## src/rtl/l2_request_queue_pkg.sv

```systemverilog
`default_nettype none
// +----------------------------------------------------------------------+
// | l2_request_queue_pkg : shared L2 request packet definitions          |
// | Revision: 1.0                                                        |
// +----------------------------------------------------------------------+
package l2_request_queue_pkg;

    localparam int NUM_CORES     = 4;
    localparam int CORE_ID_WIDTH = $clog2(NUM_CORES);

    typedef enum logic [1:0] {
        L2_OP_LOAD  = 2'd0,
        L2_OP_STORE = 2'd1,
        L2_OP_FLUSH = 2'd2,
        L2_OP_IINV  = 2'd3
    } l2_op_t;

    typedef struct packed {
        logic [CORE_ID_WIDTH-1:0] core_id;
        l2_op_t                   op;
        logic [31:0]              addr;
        logic [7:0]               tag;
    } l2req_packet_t;

endpackage
`default_nettype wire

```

## src/rtl/l2_request_queue_fifo.sv

```systemverilog
`default_nettype none
// +----------------------------------------------------------------------+
// | sync_fifo : generic FIFO with registered full/empty and count        |
// | Revision: 1.0                                                        |
// +----------------------------------------------------------------------+
module sync_fifo #(
    parameter int WIDTH = 8,
    parameter int DEPTH = 4
) (
    input  logic                   clk,
    input  logic                   reset,
    input  logic                   wr_valid_i,
    input  logic [WIDTH-1:0]       wr_data_i,
    output logic                   wr_ready_o,
    output logic                   rd_valid_o,
    output logic [WIDTH-1:0]       rd_data_o,
    input  logic                   rd_ready_i,
    output logic [$clog2(DEPTH):0] count_o
);

    localparam int              PW      = $clog2(DEPTH);
    localparam int              CW      = PW + 1;
    localparam logic [CW-1:0]   DEPTH_C = CW'(DEPTH);

    logic [WIDTH-1:0] mem_q [DEPTH];
    logic [PW-1:0]    wr_ptr_q, wr_ptr_d;
    logic [PW-1:0]    rd_ptr_q, rd_ptr_d;
    logic [CW-1:0]    count_q, count_d;
    logic             full_q, full_d;
    logic             empty_q, empty_d;
    logic             w_enq, w_deq;

    // Handshakes qualify only on registered flags, so neither side sees a
    // combinational path from the other.
    assign w_enq = wr_valid_i && !full_q;
    assign w_deq = rd_ready_i && !empty_q;

    always_comb begin
        wr_ptr_d = w_enq ? wr_ptr_q + PW'(1) : wr_ptr_q;
        rd_ptr_d = w_deq ? rd_ptr_q + PW'(1) : rd_ptr_q;
        case ({w_enq, w_deq})
            2'b10:   count_d = count_q + CW'(1);
            2'b01:   count_d = count_q - CW'(1);
            default: count_d = count_q;
        endcase
        full_d  = (count_d == DEPTH_C);
        empty_d = (count_d == '0);
    end

    always_ff @(posedge clk or posedge reset) begin
        if (reset) begin
            wr_ptr_q <= '0;
            rd_ptr_q <= '0;
            count_q  <= '0;
            full_q   <= 1'b0;
            empty_q  <= 1'b1;
        end else begin
            wr_ptr_q <= wr_ptr_d;
            rd_ptr_q <= rd_ptr_d;
            count_q  <= count_d;
            full_q   <= full_d;
            empty_q  <= empty_d;
        end
    end

    always_ff @(posedge clk) begin
        if (w_enq) begin
            mem_q[wr_ptr_q] <= wr_data_i;
        end
    end

    assign wr_ready_o = !full_q;
    assign rd_valid_o = !empty_q;
    assign rd_data_o  = mem_q[rd_ptr_q];
    assign count_o    = count_q;

`ifndef SYNTHESIS
    if (DEPTH < 2 || (DEPTH & (DEPTH - 1)) != 0) begin : g_depth_check
        $error("sync_fifo: DEPTH must be a power of two and at least 2");
    end

    always @(posedge clk) begin
        if (!reset) begin
            assert (!(w_enq && full_q)) else $error("sync_fifo: enqueue while full");
            assert (count_q <= DEPTH_C) else $error("sync_fifo: count exceeds DEPTH");
        end
    end
`endif

endmodule
`default_nettype wire

```

## src/rtl/l2_request_queue.sv

```systemverilog
`default_nettype none
// +----------------------------------------------------------------------+
// | l2_request_queue : per-core L2 request buffer ahead of the arbiter   |
// | Optional stats outputs: L2_REQUEST_QUEUE_STATS_EN. Revision: 1.0     |
// +----------------------------------------------------------------------+
module l2_request_queue
    import l2_request_queue_pkg::*;
#(
    parameter int DEPTH = 4
) (
    input  logic                   clk,
    input  logic                   reset,
    input  logic                   core_request_valid,
    input  l2req_packet_t          core_request,
    output logic                   core_request_ready,
    output logic                   l2i_request_valid,
    output l2req_packet_t          l2i_request,
    input  logic                   l2_ready,
    output logic [$clog2(DEPTH):0] queue_count
`ifdef L2_REQUEST_QUEUE_STATS_EN
    ,
    output logic [31:0]            stat_full_cycles,
    output logic [$clog2(DEPTH):0] stat_high_water
`endif
);

    localparam int PKT_W = $bits(l2req_packet_t);

    logic [PKT_W-1:0] w_head;

    sync_fifo #(
        .WIDTH (PKT_W),
        .DEPTH (DEPTH)
    ) u_fifo (
        .clk        (clk),
        .reset      (reset),
        .wr_valid_i (core_request_valid),
        .wr_data_i  (core_request),
        .wr_ready_o (core_request_ready),
        .rd_valid_o (l2i_request_valid),
        .rd_data_o  (w_head),
        .rd_ready_i (l2_ready),
        .count_o    (queue_count)
    );

    assign l2i_request = l2req_packet_t'(w_head);

`ifdef L2_REQUEST_QUEUE_STATS_EN
    localparam int            CW      = $clog2(DEPTH) + 1;
    localparam logic [CW-1:0] DEPTH_C = CW'(DEPTH);

    logic [31:0]   full_cycles_q, full_cycles_d;
    logic [CW-1:0] high_water_q, high_water_d;

    // Full-cycle counter counts core stalls (full with a pending request).
    always_comb begin
        full_cycles_d = full_cycles_q;
        if (queue_count == DEPTH_C && core_request_valid && full_cycles_q != '1) begin
            full_cycles_d = full_cycles_q + 32'd1;
        end
        high_water_d = (queue_count > high_water_q) ? queue_count : high_water_q;
    end

    always_ff @(posedge clk or posedge reset) begin
        if (reset) begin
            full_cycles_q <= '0;
            high_water_q  <= '0;
        end else begin
            full_cycles_q <= full_cycles_d;
            high_water_q  <= high_water_d;
        end
    end

    assign stat_full_cycles = full_cycles_q;
    assign stat_high_water  = high_water_q;
`endif

endmodule
`default_nettype wire

```

## config.mk

```make
export PLATFORM = sky130hd
export DESIGN_NAME = l2_request_queue
export DESIGN_NICKNAME = d
export VERILOG_FILES = /design/src/rtl/l2_request_queue_pkg.sv /design/src/rtl/l2_request_queue_fifo.sv /design/src/rtl/l2_request_queue.sv
export SDC_FILE = /design/constraint.sdc
export NUM_CORES = 1
export LEC_CHECK = 0
export BUFFER_PORTS_ARGS = -buffer_cell sky130_fd_sc_hd__buf_2
export CAP_MARGIN = 10
export CORE_MARGIN = 2
export CORE_UTILIZATION = 55
export CTS_CLUSTER_DIAMETER = 80
export DETAILED_ROUTE_END_ITERATION = 8
export GPL_TIMING_DRIVEN = 0
export PLACE_DENSITY_LB_ADDON = 0.3
export SLEW_MARGIN = 20
export SYNTH_ARGS = -nofsm -noshare
export SYNTH_HDL_FRONTEND = slang
export SYNTH_SLANG_ARGS = --single-unit
```

## constraint.sdc

```tcl
create_clock -name clk -period 4.73 [get_ports clk]
set_input_delay 0.946 -clock clk [delete_from_list [all_inputs] [get_ports clk]]
set_output_delay 0.946 -clock clk [all_outputs]
set_load 0.005 [all_outputs]
```

==> results of run 1 <==
[sequential cells by signal, summed over array words and instances (netlist names)]
signal and count:
u_fifo.full_q 1, u_fifo.wr_ptr_q 2, u_fifo.mem_q 176, u_fifo.rd_ptr_q 2, u_fifo.empty_q 1, u_fifo.count_o 3
[report_power, final]
group | switching, µW | total, µW | internal [µW] | leakage, µW
Clock | 542 | 1310 | 772 | 0.000256
Combinational | 693 | 1430 | 735 | 0.000882
Sequential | 85.7 | 2230 | 2150 | 0.00172
Total | 1320 | 4970 | 3650 | 0.00286
[metrics by stage]
step,instances,util,total power (µW),setup WS [ps]
floorplan,278,-,3190,1950
detailed placement,542,0.627,3730,1730
global placement,542,0.626,3690,981
global route,574,0.672,5220,1890
CTS,574,0.672,5040,1940
finish,574,0.672,4970,1980
[worst max-delay path, delay by kind of cell, from the launching register on]
family | cells | cell delay [ps]
buffers and inverters | 3 | 530
multiplexers | 1 | 520
flip-flops | 1 | 340
[path summary, 6_finish.rpt]
path | from | endpoint | depth (start not counted)
worst max-delay path | u_fifo.rd_ptr_q[0] | l2i_request[19] | 4
worst min-delay path | reset | u_fifo.count_o[2] | 2
worst max register to register | u_fifo.full_q | u_fifo.count_o[2] | 8
worst min register to register | u_fifo.count_o[1] | u_fifo.count_o[1] | 1
max in group asynchronous | reset | u_fifo.empty_q | 2
min in group clk | u_fifo.count_o[1] | u_fifo.count_o[1] | 1
[logic make-up (layout without fill, tap and decap cells)]
group                      count (synthesis)  after routing  synth area share
adders and majority gates                  6              6            0.0119
muxes                                     45             45             0.148
and+or+nand+nor                           14             14            0.0119
buffers and inverters                     18            146            0.0211
DFF                                      185            185             0.796
AOI/OAI and AO/OA                          4              4           0.00379
xor gates and xnor gates                   6              6           0.00759
[synth_stat cells, types with 2 or more instances]
master,number,area share
edfxtp_1,176,0.76
mux4_2,38,0.12
dfrtp_1,8,0.029
inv_1,6,0.0033
mux4_1,6,0.023
buf_2,5,0.0036
ha_1,5,0.0090
xnor2_1,5,0.0063
and2_1,4,0.0036
buf_12,4,0.012
clkbuf_1,2,0.0011
nand2_1,2,0.0011
nor2b_1,2,0.0018
nor3_1,2,0.0014
[per-layer routing]
layer | vias up | track usage | wire length, µm
met5 | - | 0 | 7
met1 | 1572 | 0.212 | 4510
li1 | 1399 | - | -
met2 | 111 | 0.301 | 5700
met3 | 16 | 0.0711 | 882
met4 | 2 | 0.0706 | 153
[final cells by class]
type / count / area, µm²
Clock buffer: 23 / 448
Multi-Input combinational cell: 75 / 1280
Tap cell: 168 / 210
Clock inverter: 9 / 100
Buffer: 12 / 124
Timing Repair Buffer: 96 / 480
Sequential cell: 185 / 5510
Fill cell: 809 / 3990
Inverter: 6 / 22.5
==> key figures, run 1 <==
Setup path
  • Reg2reg setup slack: 2340 ps
  • CP max stage cell: mux4_2
  • WP data arrival: 1800 ps
  • Critical Path Start Type: flip-flop
  • Critical path fanouts, max: 10
  • Setup crit end kind: output pin
  • Setup CP Type: reg -> out
  • WP data required: 3780 ps
  • Crit-path max cell delay: 520 ps
  • CP Cell Sequence: buf_6 -> buf_12 -> mux4_2 -> buf_2

Detailed routing
  • Via/cell ratio: 5.40
  • Iter 0 DRT Violations: 176
  • Via Count: 3100
  • First-pass iteration count of the detailed router: 4
  • ANT nets after route: 0
  • Remaining DRCs: 0
  • Wire length per cell: 19.6 µm
  • Total wire length: 11300 µm

Placement
  • Routability Congestion: 0.640
  • Post-DP HPWL: 6540 µm
  • # port buffers: 96
  • Placed cell area: 7630 µm²

Yosys
  • YS warnings: 0
  • Yosys reg bits: 185
  • Seq/Total Area, Yosys: 0.796
  • Syn_area_per_cell: 24.9 µm²
  • Distinct cells, synth: 27
  • Synth Flop Type: edfxtp_1
  • Mapped cell area: 6930 µm²
  • Gate Count Post-Synth: 278
  • Ys async rst share: 0.0486
  • Post-synth EDFFs: 176
  • Synthesized Nets: 332

Job
  • Maxcap violations: 0

STA
  • Slew @ Worst Pin: 699 ps
  • Crit path time final: 2750 ps
  • Hold Fails Final Rpt: 0
  • Hold slack: 497 ps
  • Setup Viol. Count Final: 0
  • Fin crit share: 0.581
  • Setup TNS: 0 ps
  • Slew headroom: 0.534
  • Final Skew: 4.87 ps
  • RSZ-0062 raised after global routing: no
  • Max Fclk: 364 MHz
  • Max-slew violations: 0

CTS
  • CTS Sinks: 185
  • # resized after CTS: 0
  • Post-CTS Setup Inserts: 0
  • H-Tree Depth: 4
  • CTS tree: yes
  • Clock latency on the worst-skew pair: 420 ps
  • Worst-path clk slew: 60 ps
  • CTS Buffer Depth: 2
  • CTS buffer count: 17
  • Post-cts hold buffer count: 0
  • Root buffer cell: clkbuf_16

Floorplanning
  • Die area: 13500 µm²
  • Die H: 116 µm
  • Horiz. Die Dim: 116 µm
  • Rows: 40
  • CORE AREA: 12200 µm²
  • Starting Density: 0.570
  • Top Ports: 97

GRT
  • Initial antenna violation count: 1
  • Largest net degree at the start of global routing: 45
  • Vias in the first global route: 3260
  • Gr usage total: 0.180
  • First-pass GRT wire length: 17100 µm
  • Residual overflow from global routing: 0

Layout
  • Final Cell Area: 8180 µm²
  • Area Overhead vs Synth: 18.0%
  • Share of layout cells above drive strength 1: 0.433
  • Most frequent cells in the layout: 176 x edfxtp_1, 101 x buf_2, 38 x mux4_2, 17 x clkbuf_16
  • Final net count: 447
  • Commonest non-fill, non-tap cell in the layout: edfxtp_1
  • Antenna cells: 0

Power and ir drop
  • Pwr per Cell Area: 608 nW/µm²
  • Lkg Pwr: 0.00286 µW
  • Worst vdd ir: 0.000319 V

Status
  • Outcome: complete, no violations

Hold path
  • Hold crit path type: in -> async
Power figures use the tool's default switching activity.
==> inputs of run 2 (changes only) <==
ABC_AREA = 1   (was unset)
clock period = 2.8 ns   (was 4.73 ns; I/O delays follow)
==> run 2 against run 1 <==
  * Cell count is 38% higher
  * Area after synthesis up 2.3%
  * Power increased by 94%
  * Core utilization grew 1.2 points
  * Worst hold slack worse by 400 ps
  * Count of clock-buffer cells in the layout decreased by 4
  * Clock skew grew 5.6 ps
  * Register-to-register slack worse by 1700 ps
  * Non-clock buffer count increased by 23
  * Sequential cell count did not move
  * Largest power group unchanged
  * Highest routed layer is now met4
==> key figures, run 2 <==
Setup path
  • Critical path fanouts, max: 10
  • WP data required: 2240 ps
  • Setup crit end kind: output pin
  • CP bufs+invs: 3
  • CP Cell Sequence: inv_2 -> clkbuf_2 -> o21ai_0 -> o22ai_1 -> buf_2
  • Reg2reg setup slack: 670 ps
  • Critical Path Start Type: flip-flop
  • Setup CP Type: reg -> out
  • Crit-path max cell delay: 490 ps
  • CP max stage cell: dfrtp_1
  • Cell family with most CP delay: buffers and inverters
  • WP data arrival: 1880 ps

Detailed routing
  • Wire length per cell: 19.2 µm
  • Via/cell ratio: 5.56
  • Remaining DRCs: 0
  • Total wire length: 15200 µm
  • Via Count: 4401
  • ANT nets after route: 0
  • First-pass iteration count of the detailed router: 5
  • Iter 0 DRT Violations: 424

Yosys
  • Synth Flop Type: edfxtp_1
  • Mapped cell area: 7090 µm²
  • Most frequent cells after synthesis: 176 x edfxtp_1, 89 x o21ai_0, 85 x nor2_1
  • Gate Count Post-Synth: 481
  • Post-synth EDFFs: 176
  • Distinct cells, synth: 22
  • Syn_area_per_cell: 14.7 µm²
  • Seq/Total Area, Yosys: 0.778
  • Synthesized Nets: 535
  • YS warnings: 0
  • Cell with the most instances after synthesis: edfxtp_1
  • Top-area cell type share of the netlist area: 0.746
  • Yosys reg bits: 185
  • Area leader, netlist: edfxtp_1
  • Ys async rst share: 0.0486
  • Leading post-synthesis cells by cell area: edfxtp_1 75%, o21ai_0 6.3%, nor2_1 4.5%

Layout
  • Share of layout cells above drive strength 1: 0.306
  • Final net count: 658
  • Commonest non-fill, non-tap cell in the layout: edfxtp_1
  • Final Util: 0.685
  • Fin cells: 791
  • Area Overhead vs Synth: 21.9%
  • Most frequent cells in the layout: 176 x edfxtp_1, 114 x buf_2, 89 x o21ai_0, 81 x nor2_1, 34 x o22ai_1
  • Max FFs per register: 176
  • Most flop-heavy register: u_fifo.mem_q

Job
  • Maxcap violations: 0

Floorplanning
  • Die area: 13800 µm²
  • Die H: 118 µm
  • CORE AREA: 12600 µm²
  • Horiz. Die Dim: 118 µm
  • Top Ports: 97
  • Starting Density: 0.561
  • Rows: 41

Power and ir drop
  • Clock share of power: 0.259
  • Worst vdd ir: 0.000536 V
  • Comb pwr share: 0.342
  • Int Power: 6380 µW
  • Lkg Pwr: 0.00314 µW
  • Switch share: 0.337
  • Register share of total power: 0.399
  • Pwr per Cell Area: 1120 nW/µm²
  • Switching power total: 3250 µW

CTS
  • Worst-path clk slew: 70 ps
  • CTS Buffer Depth: 2
  • # resized after CTS: 0
  • Root buffer cell: clkbuf_16
  • Post-cts hold buffer count: 0
  • Clock latency on the worst-skew pair: 420 ps
  • CTS Sinks: 185
  • CTS buffer count: 17
  • CTS tree: yes
  • H-Tree Depth: 4
  • Post-CTS Setup Inserts: 0

STA
  • Max-slew violations: 0
  • RSZ-0062 raised after global routing: no
  • Hold slack: 93.6 ps
  • Max Fclk: 409 MHz
  • Crit path time final: 2440 ps
  • Slew headroom: 0.601
  • Fin crit share: 0.873
  • Hold Fails Final Rpt: 0
  • Slew @ Worst Pin: 598 ps
  • Final Skew: 10.4 ps
  • Setup Viol. Count Final: 0

Placement
  • # port buffers: 96
  • Placed insts: 757
  • Post-DP HPWL: 9390 µm
  • Routability Congestion: 0.722

GRT
  • Largest net degree at the start of global routing: 23
  • Vias in the first global route: 4708
  • Initial antenna violation count: 2
  • Residual overflow from global routing: 0
  • First-pass GRT wire length: 23400 µm
  • Gr usage total: 0.225

Hold path
  • Hold crit path type: in -> async

Status
  • Outcome: complete, no violations
## run 2: cell families after synthesis
kind of cell | Yosys count | share of synthesized area
compound gates | 135 | 0.112
buf+inv | 46 | 0.0339
fa+ha+maj | 6 | 0.0117
xor+xnor | 4 | 0.00494
simple gates | 105 | 0.0597
flops | 185 | 0.778
## run 2: metrics by stage
stage | area, µm² | setup TNS, ps | total power [µW] | setup WS (ps)
6_report | 8640 | 0 | 9630 | 356
5_1_grt | 8640 | 0 | 10100 | 230
4_1_cts | 8630 | 0 | 9670 | 341
3_5_place_dp | 8010 | 0 | 7180 | 437
3_3_place_gp | 7780 | -314960 | 6930 | -1820
2_1_floorplan | 7090 | -41710 | 5720 | -237
## run 2: layer usage
metal  share of wire  GRT usage  up-vias
met5               0          0        -
met4           0.012      0.107        0
met3           0.069     0.0698       12
met2            0.53      0.383      179
met1            0.39      0.262     2171
li1                -          -     2039
## run 2: power by group through the flow
| stage | Sequential [µW] | Clock [µW] | Combinational (µW) |
|---|---|---|---|
| floorplan | 3890 | 0 | 1830 |
| global placement | 3930 | 0 | 3000 |
| detailed placement | 3900 | 0 | 3280 |
| CTS | 3840 | 2510 | 3310 |
| global route | 3890 | 2630 | 3620 |
| finish | 3840 | 2500 | 3290 |
## run 2: layout make-up
| cell class | instances | area (µm²) |
|---|---|---|
| clock buffer | 19 | 443 |
| buffer | 27 | 164 |
| inverter | 19 | 76.3 |
| fill | 838 | 3980 |
| antenna | 2 | 5.00 |
| multi-input combinational | 250 | 1360 |
| tap | 172 | 215 |
| sequential | 185 | 5510 |
| timing repair buffer | 104 | 678 |
| clock inverter | 13 | 183 |
## run 2: worst paths after layout
path                                    startpoint                  end  depth (start not counted)
worst max-delay path            u_fifo.rd_ptr_q[1]       l2i_request[3]                          5
worst max register to register       u_fifo.full_q        u_fifo.full_q                          7
worst min-delay path                         reset        u_fifo.full_q                          2
min in group clk                  core_request[25]  u_fifo.mem_q[3][25]                          1
worst min register to register   u_fifo.count_o[0]    u_fifo.count_o[0]                          2
max in group asynchronous                    reset       u_fifo.empty_q                          2
